File: config.mk
export PLATFORM = sky130hd
export DESIGN_NAME = output_byte_drain
export DESIGN_NICKNAME = d
export VERILOG_FILES = /design/src/rtl/output_byte_drain.sv
export SDC_FILE = /design/constraint.sdc
export NUM_CORES = 1
export LEC_CHECK = 0
export BUFFER_PORTS_ARGS = -buffer_cell sky130_fd_sc_hd__buf_2
export CAP_MARGIN = 5
export CORE_ASPECT_RATIO = 1.75
export CORE_MARGIN = 2
export CORE_UTILIZATION = 30
export DETAILED_ROUTE_END_ITERATION = 10
export GPL_ROUTABILITY_DRIVEN = 1
export PLACE_DENSITY_LB_ADDON = 0.3
export REMOVE_ABC_BUFFERS = 1
export SLEW_MARGIN = 25
export SYNTH_ARGS = -nofsm -noshare
export SYNTH_HDL_FRONTEND = slang
export SYNTH_SLANG_ARGS = --single-unit
export TNS_END_PERCENT = 100
File: constraint.sdc
create_clock -name clk_i -period 8.1 [get_ports clk_i]
set_input_delay 1.215 -clock clk_i [delete_from_list [all_inputs] [get_ports clk_i]]
set_output_delay 1.215 -clock clk_i [all_outputs]
set_load 0.05 [all_outputs]
File: src/rtl/output_byte_drain.sv
// Byte-stream drain buffer: captures fetch-stage bytes into a FWFT FIFO, drains them over
// valid/ready, and issues a single completion pulse once done is seen and the FIFO is empty.
module output_byte_drain #(
  parameter int unsigned DEPTH = 16,
  parameter int unsigned AW    = 4
) (
  input  logic          clk_i,
  input  logic          rst_i,
  input  logic          in_valid_i,
  input  logic [7:0]    in_data_i,
  input  logic          in_done_i,
  output logic [7:0]    out_data_o,
  output logic          out_valid_o,
  input  logic          out_ready_i,
  output logic [AW:0]   level_o,
  output logic          overflow_o,
  output logic [15:0]   byte_count_o,
  output logic          done_out_o
);

  typedef enum logic [0:0] {StIdle, StPending} state_e;

  localparam logic [AW:0] LevelFull = (AW+1)'(DEPTH);

  logic [7:0]    mem_q [DEPTH];
  logic [AW-1:0] rd_ptr_q, rd_ptr_d;
  logic [AW-1:0] wr_ptr_q, wr_ptr_d;
  logic [AW:0]   level_q, level_d;
  logic          overflow_q, overflow_d;
  logic [15:0]   byte_count_q, byte_count_d;
  logic          in_done_q;
  logic          done_q, done_d;
  state_e        state_q, state_d;

  logic push, pop, rise;

  // A full FIFO can still accept a byte when the head leaves in the same cycle.
  assign pop  = out_valid_o & out_ready_i;
  assign push = in_valid_i & ((level_q != LevelFull) | pop);
  assign rise = in_done_i & ~in_done_q;

  assign out_valid_o  = (level_q != '0);
  assign out_data_o   = out_valid_o ? mem_q[rd_ptr_q] : 8'h00;
  assign level_o      = level_q;
  assign overflow_o   = overflow_q;
  assign byte_count_o = byte_count_q;
  assign done_out_o   = done_q;

  always_comb begin
    rd_ptr_d     = rd_ptr_q;
    wr_ptr_d     = wr_ptr_q;
    level_d      = level_q;
    overflow_d   = overflow_q;
    byte_count_d = byte_count_q;
    if (push) begin
      wr_ptr_d     = wr_ptr_q + 1'b1;
      byte_count_d = byte_count_q + 16'd1;
    end
    if (pop) begin
      rd_ptr_d = rd_ptr_q + 1'b1;
    end
    if (push && !pop) begin
      level_d = level_q + (AW+1)'(1);
    end else if (pop && !push) begin
      level_d = level_q - (AW+1)'(1);
    end
    if (in_valid_i && !push) begin
      overflow_d = 1'b1;
    end
  end

  always_comb begin
    state_d = state_q;
    done_d  = 1'b0;
    unique case (state_q)
      StIdle: begin
        if (rise) state_d = StPending;
      end
      StPending: begin
        // Pulse only once every accepted byte has left and nothing new is arriving.
        if ((level_q == '0) && !push) begin
          done_d  = 1'b1;
          state_d = StIdle;
        end
      end
      default: state_d = StIdle;
    endcase
  end

  always_ff @(posedge clk_i or posedge rst_i) begin
    if (rst_i) begin
      rd_ptr_q     <= '0;
      wr_ptr_q     <= '0;
      level_q      <= '0;
      overflow_q   <= 1'b0;
      byte_count_q <= '0;
      in_done_q    <= 1'b0;
      done_q       <= 1'b0;
      state_q      <= StIdle;
    end else begin
      rd_ptr_q     <= rd_ptr_d;
      wr_ptr_q     <= wr_ptr_d;
      level_q      <= level_d;
      overflow_q   <= overflow_d;
      byte_count_q <= byte_count_d;
      in_done_q    <= in_done_i;
      done_q       <= done_d;
      state_q      <= state_d;
    end
  end

  always_ff @(posedge clk_i) begin
    if (push) begin
      mem_q[wr_ptr_q] <= in_data_i;
    end
  end

endmodule

## Word level (Yosys, flattened, before mapping)

Memory sizes are Yosys's and may differ from the RTL's.
Cells that the tools add are included.

| cells by class | value |
|---|---|
| $add $sub $neg | 5 |
| equality and inequality tests | 1 |
| muxes and demuxes | 10 |
| bitwise operators | 6 |
| reductions and logical operators | 9 |

Operator list:

| cell | number |
|---|---|
| $add A16 B1 Y16 const B | 1 |
| $mux W5 | 2 |
| $add A4 B1 Y4 const B | 2 |
| $mux W8 | 1 |
| $mux W1 | 6 |
| $add A5 B1 Y5 const B | 1 |
| $logic_not A5 Y1 | 1 |
| $ne A5 B5 Y1 const B | 1 |
| $reduce_bool A5 Y1 | 1 |
| $sub A5 B1 Y5 const B | 1 |
| $logic_and A1 B1 Y1 | 4 |
| $and A1 B1 Y1 | 3 |
| $logic_not A1 Y1 | 2 |
| $not A1 Y1 | 2 |
| $pmux W1 S2 | 1 |
| $reduce_bool A2 Y1 | 1 |
| $or A1 B1 Y1 | 1 |

| word-level totals | value |
|---|---|
| register bits | 33 |
| memory bits (writable) | 128 |
| input bits | 13 |
| output and inout bits | 32 |
| memories kept | 1 |

Memory list:

| name | words | width | read ports | clocked after Yosys merged registers in | wr ports | line | text |
|---|---|---|---|---|---|---|---|
| mem_q | 16 | 8 | 1 | 0 | 1 | 25 | `logic [7:0] mem_q [DEPTH];` |

## Longest topological paths before layout

Gate-level depths: netlist of the first run.

| logic depth | value |
|---|---|
| word-level depth | 8 |
| depth in mapped cells | 10 |

## Worst setup path before layout of the first run

No wires, ideal clock.

| timing | value |
|---|---|
| path type | in2reg |
| start | input out_ready_i |
| end | register level_q[4], in the netlist level_o[4] |
| arrival | 3.424 ns |
| slack | 4.550 ns |
| stages on the path | 10 |
| cell sequence | nor2b_1 > a21boi_1 > clkbuf_1 > ha_1 > inv_1 > fa_1 > a21o_1 > a2111oi_0 > a31oi_1 > a221o_1 |

| on the way | value |
|---|---|
| cells in the longest elaborated chain, start to end | 6 |
| elaborated cells on any way between the ends | 9 |
| classes of those cells | mux (1); bitwise (3); reduce/logical (5) |

RTL lines:

| what | line | text |
|---|---|---|
| from (decl) | 14 | `input logic out_ready_i,` |
| $and A1 B1 Y1 * | 38 | `assign pop = out_valid_o & out_ready_i;` |
| $or A1 B1 Y1 * | 39 | `assign push = in_valid_i & ((level_q != LevelFull) \| pop);` |
| $and A1 B1 Y1 * | 39 |  |
| via push | 35 | `logic push, pop, rise;` |
| $logic_not A1 Y1 | 64 | `end else if (pop && !push) begin` |
| $logic_and A1 B1 Y1 | 64 |  |
| $reduce_bool A2 Y1 (no source line) | n/a |  |
| to (signal assigned) | 103 | `level_q <= level_d;` |
| to (decl) | 28 | `logic [AW:0] level_q, level_d;` |

Mark *: on every way through the listed nets, which the timed path passes. The rest lies on a longest branch.
A chain may end at the register's enable or synchronous reset.

## Worst setup path in the final report of the first run

| timing | value |
|---|---|
| start | register rd_ptr_q[1] |
| end | output out_data_o[0] |

| on the way | value |
|---|---|
| cells in the longest elaborated chain, start to end | 2 |

RTL lines:

| what | line | text |
|---|---|---|
| from (decl) | 26 | `logic [AW-1:0] rd_ptr_q, rd_ptr_d;` |
| from (signal assigned) | 101 | `rd_ptr_q <= rd_ptr_d;` |
| $mem_v2 Z16 W8 | n/a |  |
| $mux W8 | 43 | `assign out_data_o = out_valid_o ? mem_q[rd_ptr_q] : 8'h00;` |
| to (decl) | 12 | `output logic [7:0] out_data_o,` |

No other way between the ends.

==> flow_results.xml, run 1 <==
<?xml version="1.0" encoding="UTF-8"?>
<metrics>
  <group name="worst_setup_path">
    <metric name="setup.worst_path.start_class" unit="">flop</metric>
    <metric name="cpMaxStageDelayCell" unit="">mux4_1</metric>
    <metric name="worstPathArrival" unit="ns">2.75</metric>
    <metric name="critical_path.cell_chain" unit="">buf_4, mux4_1, mux2_2, o21ai_0, a21oi_1, buf_2</metric>
    <metric name="critical_path_required" unit="ns">6.88</metric>
    <metric name="reg2reg_from" unit="">level_o[0]$_DFFE_PP0P_</metric>
    <metric name="cp_max_fo" unit="">33</metric>
    <metric name="worst-setup-path-type" unit="">reg2out</metric>
    <metric name="crit_family" unit="">multiplexers</metric>
    <metric name="critical_path.max_stage_delay" unit="ns">0.62</metric>
    <metric name="r2r_setup_slack" unit="ns">4.31</metric>
    <metric name="worst-path-buf-inv" unit="">2</metric>
    <metric name="critical_path_cell_count" unit="">6</metric>
    <metric name="setup.worst_path.end_class" unit="">output port</metric>
    <metric name="r2r_end" unit="">level_o[4]$_DFFE_PP0P_</metric>
    <metric name="reg2regPathDepth" unit="">10</metric>
  </group>
  <group name="global_routing">
    <metric name="grt_first_pass_wirelength" unit="um">20800</metric>
    <metric name="track_usage" unit="%">12.2</metric>
    <metric name="antenna_found_initial" unit="">0</metric>
    <metric name="grt_max_degree" unit="">34</metric>
    <metric name="global_route.overflow_total" unit="">0</metric>
    <metric name="via_count_of_the_first_global_routing_pass" unit="">3613</metric>
  </group>
  <group name="outcome">
    <metric name="status" unit="">finished, final reports clean</metric>
  </group>
  <group name="layout">
    <metric name="finish.net_count" unit="">432</metric>
    <metric name="utilization" unit="%">35.5</metric>
    <metric name="drive_gt1_share" unit="%">28.0</metric>
    <metric name="diodes" unit="">0</metric>
    <metric name="mostFrequentLayoutCell" unit="">edfxtp_1</metric>
    <metric name="n_fill_cell" unit="">2111</metric>
    <metric name="area.growth.synth_to_final" unit="%">17.3</metric>
    <metric name="layout.cells.most_common_list" unit="">128 x edfxtp_1, 44 x buf_2, 33 x dfrtp_1</metric>
  </group>
  <group name="routing">
    <metric name="routedWlPerCell" unit="um">18.3</metric>
    <metric name="remaining_drc_errors" unit="">0</metric>
    <metric name="route.vias.total" unit="">3293</metric>
    <metric name="detail-route-antenna-nets" unit="">0</metric>
    <metric name="via_per_inst" unit="">4.59</metric>
    <metric name="first_drt_pass_iteration_count" unit="">5</metric>
    <metric name="detail_route.wirelength" unit="um">13100</metric>
    <metric name="initialDrtViolationCount" unit="">192</metric>
  </group>
  <group name="yosys">
    <metric name="synth_xor_xnor_area_share" unit="%">3.16</metric>
    <metric name="yosys-top-cells-area" unit="">edfxtp_1 58%, dfrtp_1 12%, mux4_2 7.8%</metric>
    <metric name="ys_seq_elements" unit="">161</metric>
    <metric name="synth-compound-area-share" unit="%">2.91</metric>
    <metric name="syn-mean-instance-area" unit="um^2">18.7</metric>
    <metric name="yosys.area_share.simple" unit="%">4.85</metric>
    <metric name="count_of_flip_flops_with_a_built_in_enable_after_synthesis" unit="">128</metric>
    <metric name="sequential_element_share_of_the_synthesized_area" unit="%">70.1</metric>
    <metric name="synthAdderAreaFrac" unit="%">2.18</metric>
    <metric name="post_synth_inst_count" unit="">357</metric>
    <metric name="ys_types" unit="">42</metric>
    <metric name="asyncSetResetFlopFracSynth" unit="%">20.5</metric>
    <metric name="synth_warnings" unit="">0</metric>
    <metric name="synth.largest_area_cell" unit="">edfxtp_1</metric>
    <metric name="synth_top_area_share" unit="%">57.7</metric>
    <metric name="postSynth.topFlopCell" unit="">edfxtp_1</metric>
    <metric name="netlist_area" unit="um^2">6660</metric>
    <metric name="synth.mux.area_fraction" unit="%">14.4</metric>
    <metric name="synth_top_family_by_area" unit="">multiplexers</metric>
  </group>
  <group name="clock_tree">
    <metric name="tritoncts" unit="">yes</metric>
    <metric name="post_cts_hold_buffer_count" unit="">0</metric>
    <metric name="clkLatencyLatePin" unit="ns">0.42</metric>
    <metric name="largest_buffer_count_on_any_clock_path" unit="">2</metric>
    <metric name="clk_pin_slew" unit="ns">0.07</metric>
    <metric name="cts_root_buffer" unit="">clkbuf_16</metric>
    <metric name="cts_htree_levels" unit="">4</metric>
    <metric name="cts-resized-gates" unit="">0</metric>
    <metric name="numClockSinks" unit="">161</metric>
    <metric name="cts_setup_buffers" unit="">0</metric>
    <metric name="cts_inserted_buffers" unit="">17</metric>
  </group>
  <group name="power">
    <metric name="cellPowerDensity" unit="nW/um^2">383</metric>
    <metric name="sequentialPowerShare" unit="%">37.2</metric>
    <metric name="proportion_of_power_drawn_by_the_clock_network" unit="%">28.4</metric>
    <metric name="p_sw_share" unit="%">35.6</metric>
    <metric name="design_power_total" unit="mW">2.99</metric>
    <metric name="ir_worst_vdd" unit="mV">0.248</metric>
    <metric name="net-switching-power" unit="mW">1.07</metric>
    <metric name="cellLeakagePower" unit="nW">2.82</metric>
    <metric name="combPwrFrac" unit="%">34.4</metric>
    <metric name="cellInternalPower" unit="mW">1.92</metric>
  </group>
  <group name="floorplan">
    <metric name="die_area" unit="um^2">23500</metric>
    <metric name="fp.dieW" unit="um">117</metric>
    <metric name="die_y" unit="um">201</metric>
    <metric name="number_of_placement_rows" unit="">72</metric>
    <metric name="ioPinCount" unit="">45</metric>
    <metric name="core" unit="um^2">22000</metric>
    <metric name="start_util" unit="%">30.3</metric>
  </group>
  <group name="placement">
    <metric name="detailed_place_hpwl" unit="um">8790</metric>
    <metric name="gpl.final_weighted_congestion" unit="">0.739</metric>
    <metric name="placement.io_buffers" unit="">44</metric>
  </group>
  <group name="sta">
    <metric name="post-route-period-util" unit="%">49.0</metric>
    <metric name="timing.final.max_slew_violations" unit="">0</metric>
    <metric name="grt_setup_unrepaired" unit="">no</metric>
    <metric name="hold_violations" unit="">0</metric>
    <metric name="fmaxAchievable" unit="GHz">0.252</metric>
    <metric name="fin_worst_skew" unit="ns">0.0122</metric>
    <metric name="timing.slew.headroom" unit="%">36.6</metric>
    <metric name="tightest_slew" unit="ns">0.946</metric>
    <metric name="final_setup_fails" unit="">0</metric>
    <metric name="worst_hold_slack" unit="ns">0.483</metric>
    <metric name="period_needed" unit="ns">3.96</metric>
    <metric name="totalNegativeSetupSlack" unit="ns">0</metric>
  </group>
  <group name="worst_hold_path">
    <metric name="hold_path.class" unit="">reg2reg</metric>
    <metric name="hold_start" unit="">state_q$_DFF_PP0_</metric>
    <metric name="hold_path_end" unit="">state_q$_DFF_PP0_</metric>
    <metric name="worst_hold_path.num_cells" unit="">1</metric>
  </group>
  <group name="run">
    <metric name="drv_cap" unit="">0</metric>
  </group>
</metrics>
## layout make-up
| type | count | area [um^2] | share of cell area (%) |
|---|---|---|---|
| flip-flops and latches | 161 | 4670 | 59.8 |
| multi-input cells | 175 | 1840 | 23.6 |
| clock buffers | 26 | 612 | 7.83 |
| well taps | 296 | 370 | 4.74 |
| repair buffers | 49 | 258 | 3.30 |
| clock inverters | 6 | 46.3 | 0.593 |
| inverters | 4 | 15.0 | 0.192 |
## sequential cells by signal (all words and copies together), names as in the netlist
name	cells
state_q	1
done_out_o	1
rd_ptr_q	4
wr_ptr_q	4
mem_q	128
level_o	5
in_done_q	1
overflow_o	1
byte_count_o	16
## power groups by stage
stage	Sequential [mW]	Combinational, mW	Clock [mW]
after floorplan	1.28	0.614	0
after global placement	1.12	1.04	0
after detailed placement	1.13	1.04	0
after CTS	1.11	1.05	0.863
after global routing	1.13	1.10	0.899
final	1.11	1.03	0.848
## cells by family after synthesis
group | after synthesis
xor+xnor | 24
mux | 51
compound gates | 33
flops | 161
simple gates | 56
fa+ha+maj | 11
buf+inv | 21
## layer usage
| layer | GRT usage, % | part of all wire [%] | vias to the layer above |
|---|---|---|---|
| met5 | 0 | 0 | - |
| met4 | 5.34 | 2.6 | 0 |
| met3 | 2.68 | 2.5 | 19 |
| met2 | 21.7 | 56 | 70 |
| met1 | 13.6 | 39 | 1676 |
| li1 | - | - | 1528 |
## worst max path at each step
| stage | start | to | slack, ns |
|---|---|---|---|
| final | rd_ptr_q[1]$_DFFE_PP0P_ | out_data_o[0] | 4.14 |
| after global placement | level_o[0]$_DFFE_PP0P_ | level_o[4]$_DFFE_PP0P_ | 4.36 |
| after CTS | rd_ptr_q[1]$_DFFE_PP0P_ | out_data_o[0] | 4.08 |
| after floorplan | out_ready_i | level_o[4]$_DFFE_PP0P_ | 3.94 |
| after global routing | rd_ptr_q[1]$_DFFE_PP0P_ | out_data_o[0] | 4.00 |
| after detailed placement | level_o[0]$_DFFE_PP0P_ | level_o[4]$_DFFE_PP0P_ | 4.25 |
## Yosys cell counts (all sizes together) (3+ instances only)
cell,n
nand2,9
nand3,6
xor2,3
and3,18
mux4,32
xnor2,21
mux2,11
nor2b,3
o21ai,13
inv,4
ha,10
nand4,9
a21oi,10
clkbuf,6
dfrtp,33
mux2i,8
buf,11
edfxtp,128
## stage by stage
step	area [um^2]	worst slack, ns	cells
finish	7810	4.14	717
detailed placement	7150	4.25	685
floorplan	6520	3.94	340
CTS	7810	4.08	717
global placement	7150	4.36	685
global route	7810	4.00	717
Note: power is estimated with default switching activity, not from simulation.
==> inputs of run 2 (changes only) <==
Clock period 8.1 ns to 4.01 ns, I/O delays scaled along.
==> run 2 against run 1 <==
Against the previous run:
- wire length up 0.61%
- register-to-register slack worse by 3.5 ns
- global-route usage about the same
- sequential share of layout area up 0.38 points
- cell area down 0.62%
- power up 99%
==> flow_results.xml, run 2 (synthesis gave the netlist of run 1 again) <==
<?xml version="1.0" encoding="UTF-8"?>
<metrics>
  <group name="power">
    <metric name="combPwrFrac" unit="%">34.6</metric>
    <metric name="proportion_of_power_drawn_by_the_clock_network" unit="%">27.4</metric>
    <metric name="cellLeakagePower" unit="nW">2.79</metric>
    <metric name="p_sw_share" unit="%">36.9</metric>
    <metric name="net-switching-power" unit="mW">2.20</metric>
    <metric name="ir_worst_vdd" unit="mV">0.485</metric>
    <metric name="cellPowerDensity" unit="nW/um^2">768</metric>
    <metric name="sequentialPowerShare" unit="%">38.0</metric>
    <metric name="cellInternalPower" unit="mW">3.76</metric>
  </group>
  <group name="layout">
    <metric name="utilization" unit="%">35.3</metric>
    <metric name="mostFrequentLayoutCell" unit="">edfxtp_1</metric>
    <metric name="finalInstanceArea" unit="um^2">7760</metric>
    <metric name="finish.net_count" unit="">434</metric>
    <metric name="layout.cells.most_common_list" unit="">128 x edfxtp_1, 44 x buf_2, 33 x dfrtp_1</metric>
    <metric name="area.growth.synth_to_final" unit="%">16.5</metric>
    <metric name="max_flop_register" unit="">mem_q</metric>
    <metric name="drive_gt1_share" unit="%">28.4</metric>
    <metric name="n_fill_cell" unit="">2118</metric>
    <metric name="number_of_flip_flops_in_the_largest_register" unit="">128</metric>
    <metric name="diodes" unit="">0</metric>
    <metric name="post_layout_nonfiller_instances" unit="">719</metric>
  </group>
  <group name="routing">
    <metric name="detail-route-antenna-nets" unit="">0</metric>
    <metric name="detail_route.wirelength" unit="um">13200</metric>
    <metric name="via_per_inst" unit="">4.61</metric>
    <metric name="routedWlPerCell" unit="um">18.4</metric>
    <metric name="first_drt_pass_iteration_count" unit="">4</metric>
    <metric name="initialDrtViolationCount" unit="">147</metric>
    <metric name="route.vias.total" unit="">3318</metric>
    <metric name="remaining_drc_errors" unit="">0</metric>
  </group>
  <group name="clock_tree">
    <metric name="largest_buffer_count_on_any_clock_path" unit="">2</metric>
    <metric name="post_cts_hold_buffer_count" unit="">0</metric>
    <metric name="cts_setup_buffers" unit="">0</metric>
    <metric name="numClockSinks" unit="">161</metric>
    <metric name="clkLatencyLatePin" unit="ns">0.42</metric>
    <metric name="cts_inserted_buffers" unit="">17</metric>
    <metric name="tritoncts" unit="">yes</metric>
    <metric name="cts_root_buffer" unit="">clkbuf_16</metric>
    <metric name="cts_htree_levels" unit="">4</metric>
    <metric name="cts-resized-gates" unit="">0</metric>
    <metric name="clk_pin_slew" unit="ns">0.07</metric>
  </group>
  <group name="floorplan">
    <metric name="fp.dieW" unit="um">117</metric>
    <metric name="start_util" unit="%">30.3</metric>
    <metric name="die_area" unit="um^2">23500</metric>
    <metric name="number_of_placement_rows" unit="">72</metric>
    <metric name="core" unit="um^2">22000</metric>
    <metric name="die_y" unit="um">201</metric>
    <metric name="ioPinCount" unit="">45</metric>
  </group>
  <group name="worst_setup_path">
    <metric name="reg2regPathDepth" unit="">10</metric>
    <metric name="r2r_end" unit="">level_o[4]$_DFFE_PP0P_</metric>
    <metric name="worstPathArrival" unit="ns">2.72</metric>
    <metric name="reg2reg_from" unit="">level_o[0]$_DFFE_PP0P_</metric>
    <metric name="cp_max_fo" unit="">33</metric>
    <metric name="critical_path_required" unit="ns">3.41</metric>
    <metric name="r2r_setup_slack" unit="ns">0.81</metric>
    <metric name="worst-setup-path-type" unit="">reg2out</metric>
    <metric name="setup.worst_path.end_class" unit="">output port</metric>
    <metric name="setup.worst_path.end" unit="">out_data_o[0]</metric>
    <metric name="setup.worst_path.start_class" unit="">flop</metric>
    <metric name="worst_setup_path_startpoint" unit="">rd_ptr_q[1]$_DFFE_PP0P_</metric>
  </group>
  <group name="placement">
    <metric name="gpl.final_weighted_congestion" unit="">0.709</metric>
    <metric name="detailed_place_hpwl" unit="um">8830</metric>
    <metric name="cell_count_post_placement" unit="">687</metric>
    <metric name="placed_area" unit="um^2">7160</metric>
    <metric name="placement.io_buffers" unit="">44</metric>
  </group>
  <group name="sta">
    <metric name="totalNegativeSetupSlack" unit="ns">0</metric>
    <metric name="period_needed" unit="ns">3.32</metric>
    <metric name="tightest_slew" unit="ns">0.803</metric>
    <metric name="fin_worst_skew" unit="ns">0.0111</metric>
    <metric name="fmaxAchievable" unit="GHz">0.301</metric>
    <metric name="hold_violations" unit="">0</metric>
    <metric name="post-route-period-util" unit="%">82.9</metric>
    <metric name="grt_setup_unrepaired" unit="">no</metric>
    <metric name="timing.slew.headroom" unit="%">46.1</metric>
    <metric name="final_setup_fails" unit="">0</metric>
    <metric name="timing.final.max_slew_violations" unit="">0</metric>
  </group>
  <group name="global_routing">
    <metric name="via_count_of_the_first_global_routing_pass" unit="">3583</metric>
    <metric name="grtUsageMet2" unit="%">21.8</metric>
    <metric name="most_heavily_used_metal_layer_in_global_routing" unit="">met2</metric>
    <metric name="global_route.overflow_total" unit="">0</metric>
    <metric name="track_usage" unit="%">12.2</metric>
    <metric name="grt_max_degree" unit="">34</metric>
    <metric name="antenna_found_initial" unit="">0</metric>
    <metric name="grt_first_pass_wirelength" unit="um">21000</metric>
    <metric name="grt.met3_usage" unit="%">2.50</metric>
    <metric name="met1_usage_grt" unit="%">13.9</metric>
  </group>
  <group name="run">
    <metric name="drv_cap" unit="">0</metric>
  </group>
  <group name="outcome">
    <metric name="status" unit="">finished, final reports clean</metric>
  </group>
  <group name="worst_hold_path">
    <metric name="hold_path.class" unit="">in2async</metric>
  </group>
</metrics>
-- run 2: cell count changes in the layout (fill, tap and decap cells not counted), sizes merged --
cell / delta
clkinv: -2
buf: +2
inv: +5
clkinvlp: +4
bufinv: +2
clkbuf: -9
-- run 2: how the worst min path moves through the flow --
stage	end	slack, ns	cells past startpoint
finish	overflow_o$_DFFE_PP0P_	0.25	3
global route	byte_count_o[6]$_DFFE_PP0P_	0.30	3
CTS	overflow_o$_DFFE_PP0P_	0.26	3
detailed placement	overflow_o$_DFFE_PP0P_	0.45	1
global placement	overflow_o$_DFFE_PP0P_	0.46	1
floorplan	state_q$_DFF_PP0_	0.44	1
-- run 2: final cells by class --
class / instances / area, um^2 / area share (%)
repair buffers: 51 / 273 / 3.51
multi-input cells: 175 / 1830 / 23.6
clock buffers: 17 / 425 / 5.48
flip-flops and latches: 161 / 4670 / 60.2
well taps: 296 / 370 / 4.77
clock inverters: 15 / 174 / 2.24
inverters: 4 / 15.0 / 0.193
-- run 2: power by group through the flow --
stage | Sequential (mW) | Combinational, mW | Clock [mW]
after detailed placement | 2.30 | 2.09 | 0
after CTS | 2.27 | 2.10 | 1.66
after floorplan | 2.58 | 1.24 | 0
final | 2.27 | 2.06 | 1.63
after global placement | 2.28 | 2.07 | 0
after global routing | 2.31 | 2.22 | 1.73
-- run 2: routing by layer --
layer / share of wire (%) / vias up
li1: - / 1531
met1: 38 / 1705
met2: 57 / 68
met3: 2.9 / 14
met4: 2.2 / 0
met5: 0 / -
-- run 2: stage by stage --
step | setup slack [ns] | total power, mW | hold WS [ns]
after floorplan | 0.267 | 3.82 | 0.443
after global placement | 0.850 | 4.36 | 0.458
after detailed placement | 0.839 | 4.40 | 0.453
after CTS | 0.607 | 6.03 | 0.255
after global routing | 0.521 | 6.25 | 0.296
final | 0.688 | 5.96 | 0.252
-- run 2: critical path: stages (launching register included) --
cell and delay [ns]:
dfrtp_1 0.37, buf_4 0.47, mux4_1 0.64, mux2_2 0.28, o21ai_0 0.17, a21oi_1 0.09
buf_2 0.27
